[src/rtl/intr_pkg.sv]
// Shared types, constants and trap-vector helper for the machine-mode interrupt controller.
package intr_pkg;

  typedef enum logic [1:0] {
    IDLE,
    ARM,
    HANDLER
  } state_e;

  localparam int unsigned XLEN = 32;

  localparam int unsigned CAUSE_MTI_CODE = 7;
  localparam int unsigned CAUSE_MEI_CODE = 11;

  localparam logic [1:0] MODE_DIRECT   = 2'd0;
  localparam logic [1:0] MODE_VECTORED = 2'd1;

  // Reserved modes 2 and 3 fall back to direct.
  function automatic logic [XLEN-1:0] trap_target(input logic [XLEN-1:0] mtvec,
                                                  input int unsigned     code);
    logic [XLEN-1:0] base;
    base = {mtvec[XLEN-1:2], 2'b00};
    if (mtvec[1:0] == MODE_VECTORED) begin
      return base + (XLEN'(code) << 2);
    end
    return base;
  endfunction

endpackage

[src/rtl/sync_ff.sv]
// Multi-flop synchroniser for asynchronous level inputs; output lags input by SYNC_STAGES cycles.
module sync_ff #(
  parameter int unsigned SYNC_STAGES = 2,
  parameter int unsigned WIDTH       = 1
) (
  input  logic             i_clk,
  input  logic             i_rst,
  input  logic [WIDTH-1:0] i_d,
  output logic [WIDTH-1:0] o_q
);

  logic [WIDTH-1:0] r_stage [SYNC_STAGES];

  always_ff @(posedge i_clk) begin
    if (i_rst) begin
      for (int i = 0; i < SYNC_STAGES; i++) begin
        r_stage[i] <= '0;
      end
    end else begin
      r_stage[0] <= i_d;
      for (int i = 1; i < SYNC_STAGES; i++) begin
        r_stage[i] <= r_stage[i-1];
      end
    end
  end

  assign o_q = r_stage[SYNC_STAGES-1];

endmodule

[src/rtl/intr_ctrl.sv]
// Machine-mode interrupt controller: synchronises the interrupt lines, arbitrates them against
// the CSR enables and sequences trap entry at an M/W commit point and the mret return.
module intr_ctrl
  import intr_pkg::*;
#(
  parameter int unsigned DW          = 32,
  parameter int unsigned SYNC_STAGES = 2,
  parameter int unsigned CAUSE_MTI   = intr_pkg::CAUSE_MTI_CODE,
  parameter int unsigned CAUSE_MEI   = intr_pkg::CAUSE_MEI_CODE
) (
  input  logic          clk_i,
  input  logic          rst_i,
  input  logic          t_intr_i,
  input  logic          e_intr_i,
  input  logic          mstatus_mie_i,
  input  logic          mie_mtie_i,
  input  logic          mie_meie_i,
  input  logic [DW-1:0] mtvec_i,
  input  logic [DW-1:0] mepc_i,
  input  logic [DW-1:0] pc_m_i,
  input  logic          valid_m_i,
  input  logic          stall_mw_i,
  input  logic          mret_m_i,
  output logic          mip_mtip_o,
  output logic          mip_meip_o,
  output logic          trap_o,
  output logic [DW-1:0] redirect_pc_o,
  output logic          mret_o,
  output logic          epc_we_o,
  output logic [DW-1:0] epc_o,
  output logic          cause_we_o,
  output logic [DW-1:0] cause_o,
  output logic          mie_clr_o
);

  state_e      r_state;
  state_e      w_stateNext;
  logic        r_mei;
  logic        w_meiNext;
  logic        r_mtip;
  logic        w_meip;
  logic        w_meiReq;
  logic        w_mtiReq;
  logic        w_take;
  logic        w_commit;
  logic        w_mretFire;
  int unsigned w_code;

  sync_ff #(
    .SYNC_STAGES(SYNC_STAGES),
    .WIDTH      (1)
  ) u_eSync (
    .i_clk(clk_i),
    .i_rst(rst_i),
    .i_d  (e_intr_i),
    .o_q  (w_meip)
  );

  assign mip_meip_o = w_meip;
  assign mip_mtip_o = r_mtip;

  assign w_meiReq   = w_meip & mie_meie_i;
  assign w_mtiReq   = r_mtip & mie_mtie_i;
  assign w_take     = mstatus_mie_i & (w_meiReq | w_mtiReq);
  assign w_commit   = valid_m_i & ~stall_mw_i & ~mret_m_i;
  assign w_mretFire = valid_m_i & ~stall_mw_i & mret_m_i;

  // A just-arrived MEI still wins over a latched MTI in the commit cycle itself.
  assign w_code = (r_mei | w_meiReq) ? CAUSE_MEI : CAUSE_MTI;

  always_ff @(posedge clk_i) begin
    if (rst_i) begin
      r_state <= IDLE;
      r_mei   <= 1'b0;
      r_mtip  <= 1'b0;
    end else begin
      r_state <= w_stateNext;
      r_mei   <= w_meiNext;
      r_mtip  <= t_intr_i;
    end
  end

  always_comb begin
    w_stateNext   = r_state;
    w_meiNext     = r_mei;
    trap_o        = 1'b0;
    mret_o        = 1'b0;
    redirect_pc_o = '0;
    epc_we_o      = 1'b0;
    epc_o         = '0;
    cause_we_o    = 1'b0;
    cause_o       = '0;
    mie_clr_o     = 1'b0;
    if (!rst_i) begin
      case (r_state)
        IDLE: begin
          if (w_mretFire) begin
            mret_o        = 1'b1;
            redirect_pc_o = mepc_i;
          end
          if (w_take) begin
            w_stateNext = ARM;
            w_meiNext   = w_meiReq;
          end
        end
        ARM: begin
          if (w_mretFire) begin
            mret_o        = 1'b1;
            redirect_pc_o = mepc_i;
            w_stateNext   = IDLE;
          end else if (!w_take) begin
            w_stateNext = IDLE;
          end else if (w_commit) begin
            // The committing instruction is squashed and re-executes after the handler.
            trap_o        = 1'b1;
            mie_clr_o     = 1'b1;
            epc_we_o      = 1'b1;
            epc_o         = pc_m_i;
            cause_we_o    = 1'b1;
            cause_o       = {1'b1, (DW-1)'(w_code)};
            redirect_pc_o = DW'(trap_target(XLEN'(mtvec_i), w_code));
            w_stateNext   = HANDLER;
          end else begin
            w_meiNext = r_mei | w_meiReq;
          end
        end
        HANDLER: begin
          if (w_mretFire) begin
            mret_o        = 1'b1;
            redirect_pc_o = mepc_i;
            w_stateNext   = IDLE;
          end
        end
        default: w_stateNext = IDLE;
      endcase
    end
  end

endmodule

[config.mk]
export PLATFORM = sky130hd
export DESIGN_NAME = intr_ctrl
export DESIGN_NICKNAME = d
export VERILOG_FILES = /design/src/rtl/intr_pkg.sv /design/src/rtl/sync_ff.sv /design/src/rtl/intr_ctrl.sv
export SDC_FILE = /design/constraint.sdc
export NUM_CORES = 1
export LEC_CHECK = 0
export BUFFER_PORTS_ARGS = -buffer_cell sky130_fd_sc_hd__buf_2
export CORE_AREA = 2 2 80 82
export CTS_CLUSTER_SIZE = 14
export DETAILED_ROUTE_END_ITERATION = 8
export DIE_AREA = 0 0 82 84
export GPL_TIMING_DRIVEN = 0
export PLACE_DENSITY = 0.83
export SLEW_MARGIN = 10
export SYNTH_ARGS = -nofsm -noshare
export SYNTH_HDL_FRONTEND = slang
export SYNTH_SLANG_ARGS = --single-unit
[constraint.sdc]
create_clock -name clk_i -period 3.5 [get_ports clk_i]
set_input_delay 0.175 -clock clk_i [delete_from_list [all_inputs] [get_ports clk_i]]
set_output_delay 0.175 -clock clk_i [all_outputs]
set_load 0.05 [all_outputs]
==> metrics.txt <==
status=finished clean; WL/cell=12.7 um; part of the cycle the worst path needs=93.8%; register area=120 um2; Syn Area/Cell=6.87 um2; area of the die=6890 um2; IO Pins=209; first-pass GRT wire length=10800 um; Setup CP Type=flop to primary output; simple-gate portion of the synthesized area=39.0%; main combinational cell family by area after synthesis=simple AND/OR/NAND/NOR gates; synth warn=0; Final ANT Viol Nets=0; unrepaired setup endpoints after global routing=no; Iter 0 DRT Violations=71; DP Area=3090 um2; Initial Util=32.7%; CTS Buf Count=3; FMAX=305 MHz; Design Power=0.000443 W; XOR/XNOR share of the synthesized area=10.5%; critical path required time=3.32 ns; hold path cells=2; Detailed Place HPWL=6320 um; DRT Wirelength=7320 um; max-slew violation count=0; Synth Register Bits=6; vias per cell=4.73; cts hold-fix bufs=0; Hold Path Class=primary input to flop; area share of the largest cell type after synthesis=12.4%; peak fanout along the critical path=10; Synth Instances=290; worst r2r path cells=4; CTS clk-pin slew, worst paths=0.04 ns; CTS tree=built; row cnt=29; # setup viols final=0; Main synth FF type=dfxtp_1; post-layout net count=611; startpoint type of the worst setup path=flop; Port Buf Inserts=181; core area=6100 um2; setup tns final=0 ns; Synth Area in Compound Gates=21.4%; clock buffer depth=2; FFs w/ async S/R, synth=0%; CTS root buf=clkbuf_8; vias in the first global route=2418; Critical Path Sink Type=primary output; max_cap viols=0; mux cell area share after synthesis=3.14%; Die W=82 um; Netlist Area Pre-Place=1990 um2; Post-CTS Resized=0; Max Clock Skew=0.00418 ns; Synth area leaders=buf_4, and2_1, xor2_1, nand2_1, o21ai_0; crit path DAT=3.11 ns; minimum clock period=3.28 ns; placer's final routability congestion estimate=0.823; Final Hold Vio Count=0; Worst IR Drop VDD=0.263 mV; Leak Pwr=1.77 nW; top-count cell post-synth=nand2_1; DRC violations left=0; GRT Util Overall=19.2%; cell accounting for the most synthesized area=buf_4; Post-Synth Adder-Cell Area=1.88%; H-tree lvl count=1; Layout fillers=601; pin count of the biggest net entering global routing=17; Post-synth top cells=nand2_1, and2_1, buf_4; pwr dens=141 nW/um2; Multi-input gate area=1620 um2; Worst-Margin Slew=0.896 ns; 1st-pass router iterations=4; clock sinks=6; grt ovf=0; initial antenna violation count=0; vias=2727; clk_lat worst skew=0.22 ns; layout cells sized above 1=47.8%; area grow syn2layout=57.3%; Finished Cell Area=3130 um2; ant diodes=0; Die Span Y=84 um; Final Non-Filler Cells=577; Post-CTS Setup Bufs=0; Post-synth EDFFs=0; Worst slew margin=39.9%; Synth cell types=52; Cells after DPL=574; sequential fraction of the synthesis area=6.03%
==> worst max-delay path, cell delays in order (launching register included) <==
cell      delay (ns)
dfxtp_1         0.33
a21oi_2         0.35
inv_2           0.15
ha_1            0.31
or3b_2          0.48
a21oi_4         0.29
o311ai_2        0.22
or3b_1          0.41
nand3_1         0.08
buf_2           0.26
==> layout make-up <==
type / instances / area share (%)
buffer: 48 / 10.0
timing repair buffer: 181 / 28.9
sequential: 6 / 3.83
tap: 77 / 3.07
inverter: 11 / 1.32
clock buffer: 3 / 1.32
multi-input combinational: 251 / 51.5
==> sequential cells by signal (all words and copies together), names as in the netlist <==
register and cells:
mip_mtip_o 1, r_state 2, u_eSync.r_stage 2, r_mei 1
==> routing by layer <==
layer,up-vias,part of all wire (%),GRT usage (%)
met2,107,49,34.1
met1,1231,42,23.5
li1,1381,-,-
met4,0,0.89,3.48
met5,-,0,0
met3,8,8.1,3.90
==> final timing paths <==
check                          endpoint                  start  slack (ns)
setup reg to reg             r_state[1]  u_eSync.r_stage[0][1]        2.25
hold / removal    u_eSync.r_stage[0][0]               e_intr_i        0.17
setup / recovery      redirect_pc_o[24]  u_eSync.r_stage[0][1]        0.22
hold reg to reg   u_eSync.r_stage[0][1]  u_eSync.r_stage[0][0]        0.44
==> through the flow <==
| stage | hold WS, ns | utilization (%) | setup WS (ns) |
|---|---|---|---|
| after floorplan | 0.244 | - | 0.0273 |
| after global routing | 0.183 | 51.4 | 0.0455 |
| after detailed placement | 0.401 | 50.7 | 0.457 |
| after CTS | 0.174 | 51.4 | 0.217 |
| final | 0.170 | 51.4 | 0.217 |
| after global placement | 0.382 | 50.7 | 0.488 |
==> cell families (layout without fill, tap and decap cells) <==
| kind of cell | after synthesis | after routing |
|---|---|---|
| simple gates | 130 | 130 |
| fa+ha+maj | 3 | 3 |
| xor+xnor | 24 | 24 |
| other cells | 1 | 27 |
| buf+inv | 59 | 243 |
| compound gates | 61 | 61 |
| mux | 6 | 6 |
| flops | 6 | 6 |
==> cell usage in the layout, fill, tap and decap left out, types with 4 or more instances in the layout <==
master     count
o2111ai_1      6
nor2_1         8
and3_1         5
xor2_1        19
buf_4         33
nand3_1        6
o21ai_1        5
clkbuf_1       7
inv_1          9
conb_1        27
mux2i_1        4
nand2_1       39
o211ai_1       7
o21ai_0       22
buf_2        188
xnor2_1        5
o311ai_0       5
and2_1        37
dfxtp_1        6
nor2b_1        4
nand4_1        6
==> report_power, final <==
group / internal, W / leakage (nW) / switching, W
Combinational: 0.0000963 / 1.70 / 0.000171
Clock: 0.0000738 / 0.0216 / 0.0000294
Sequential: 0.0000709 / 0.0491 / 0.00000148
Power figures use the tool's default switching activity.
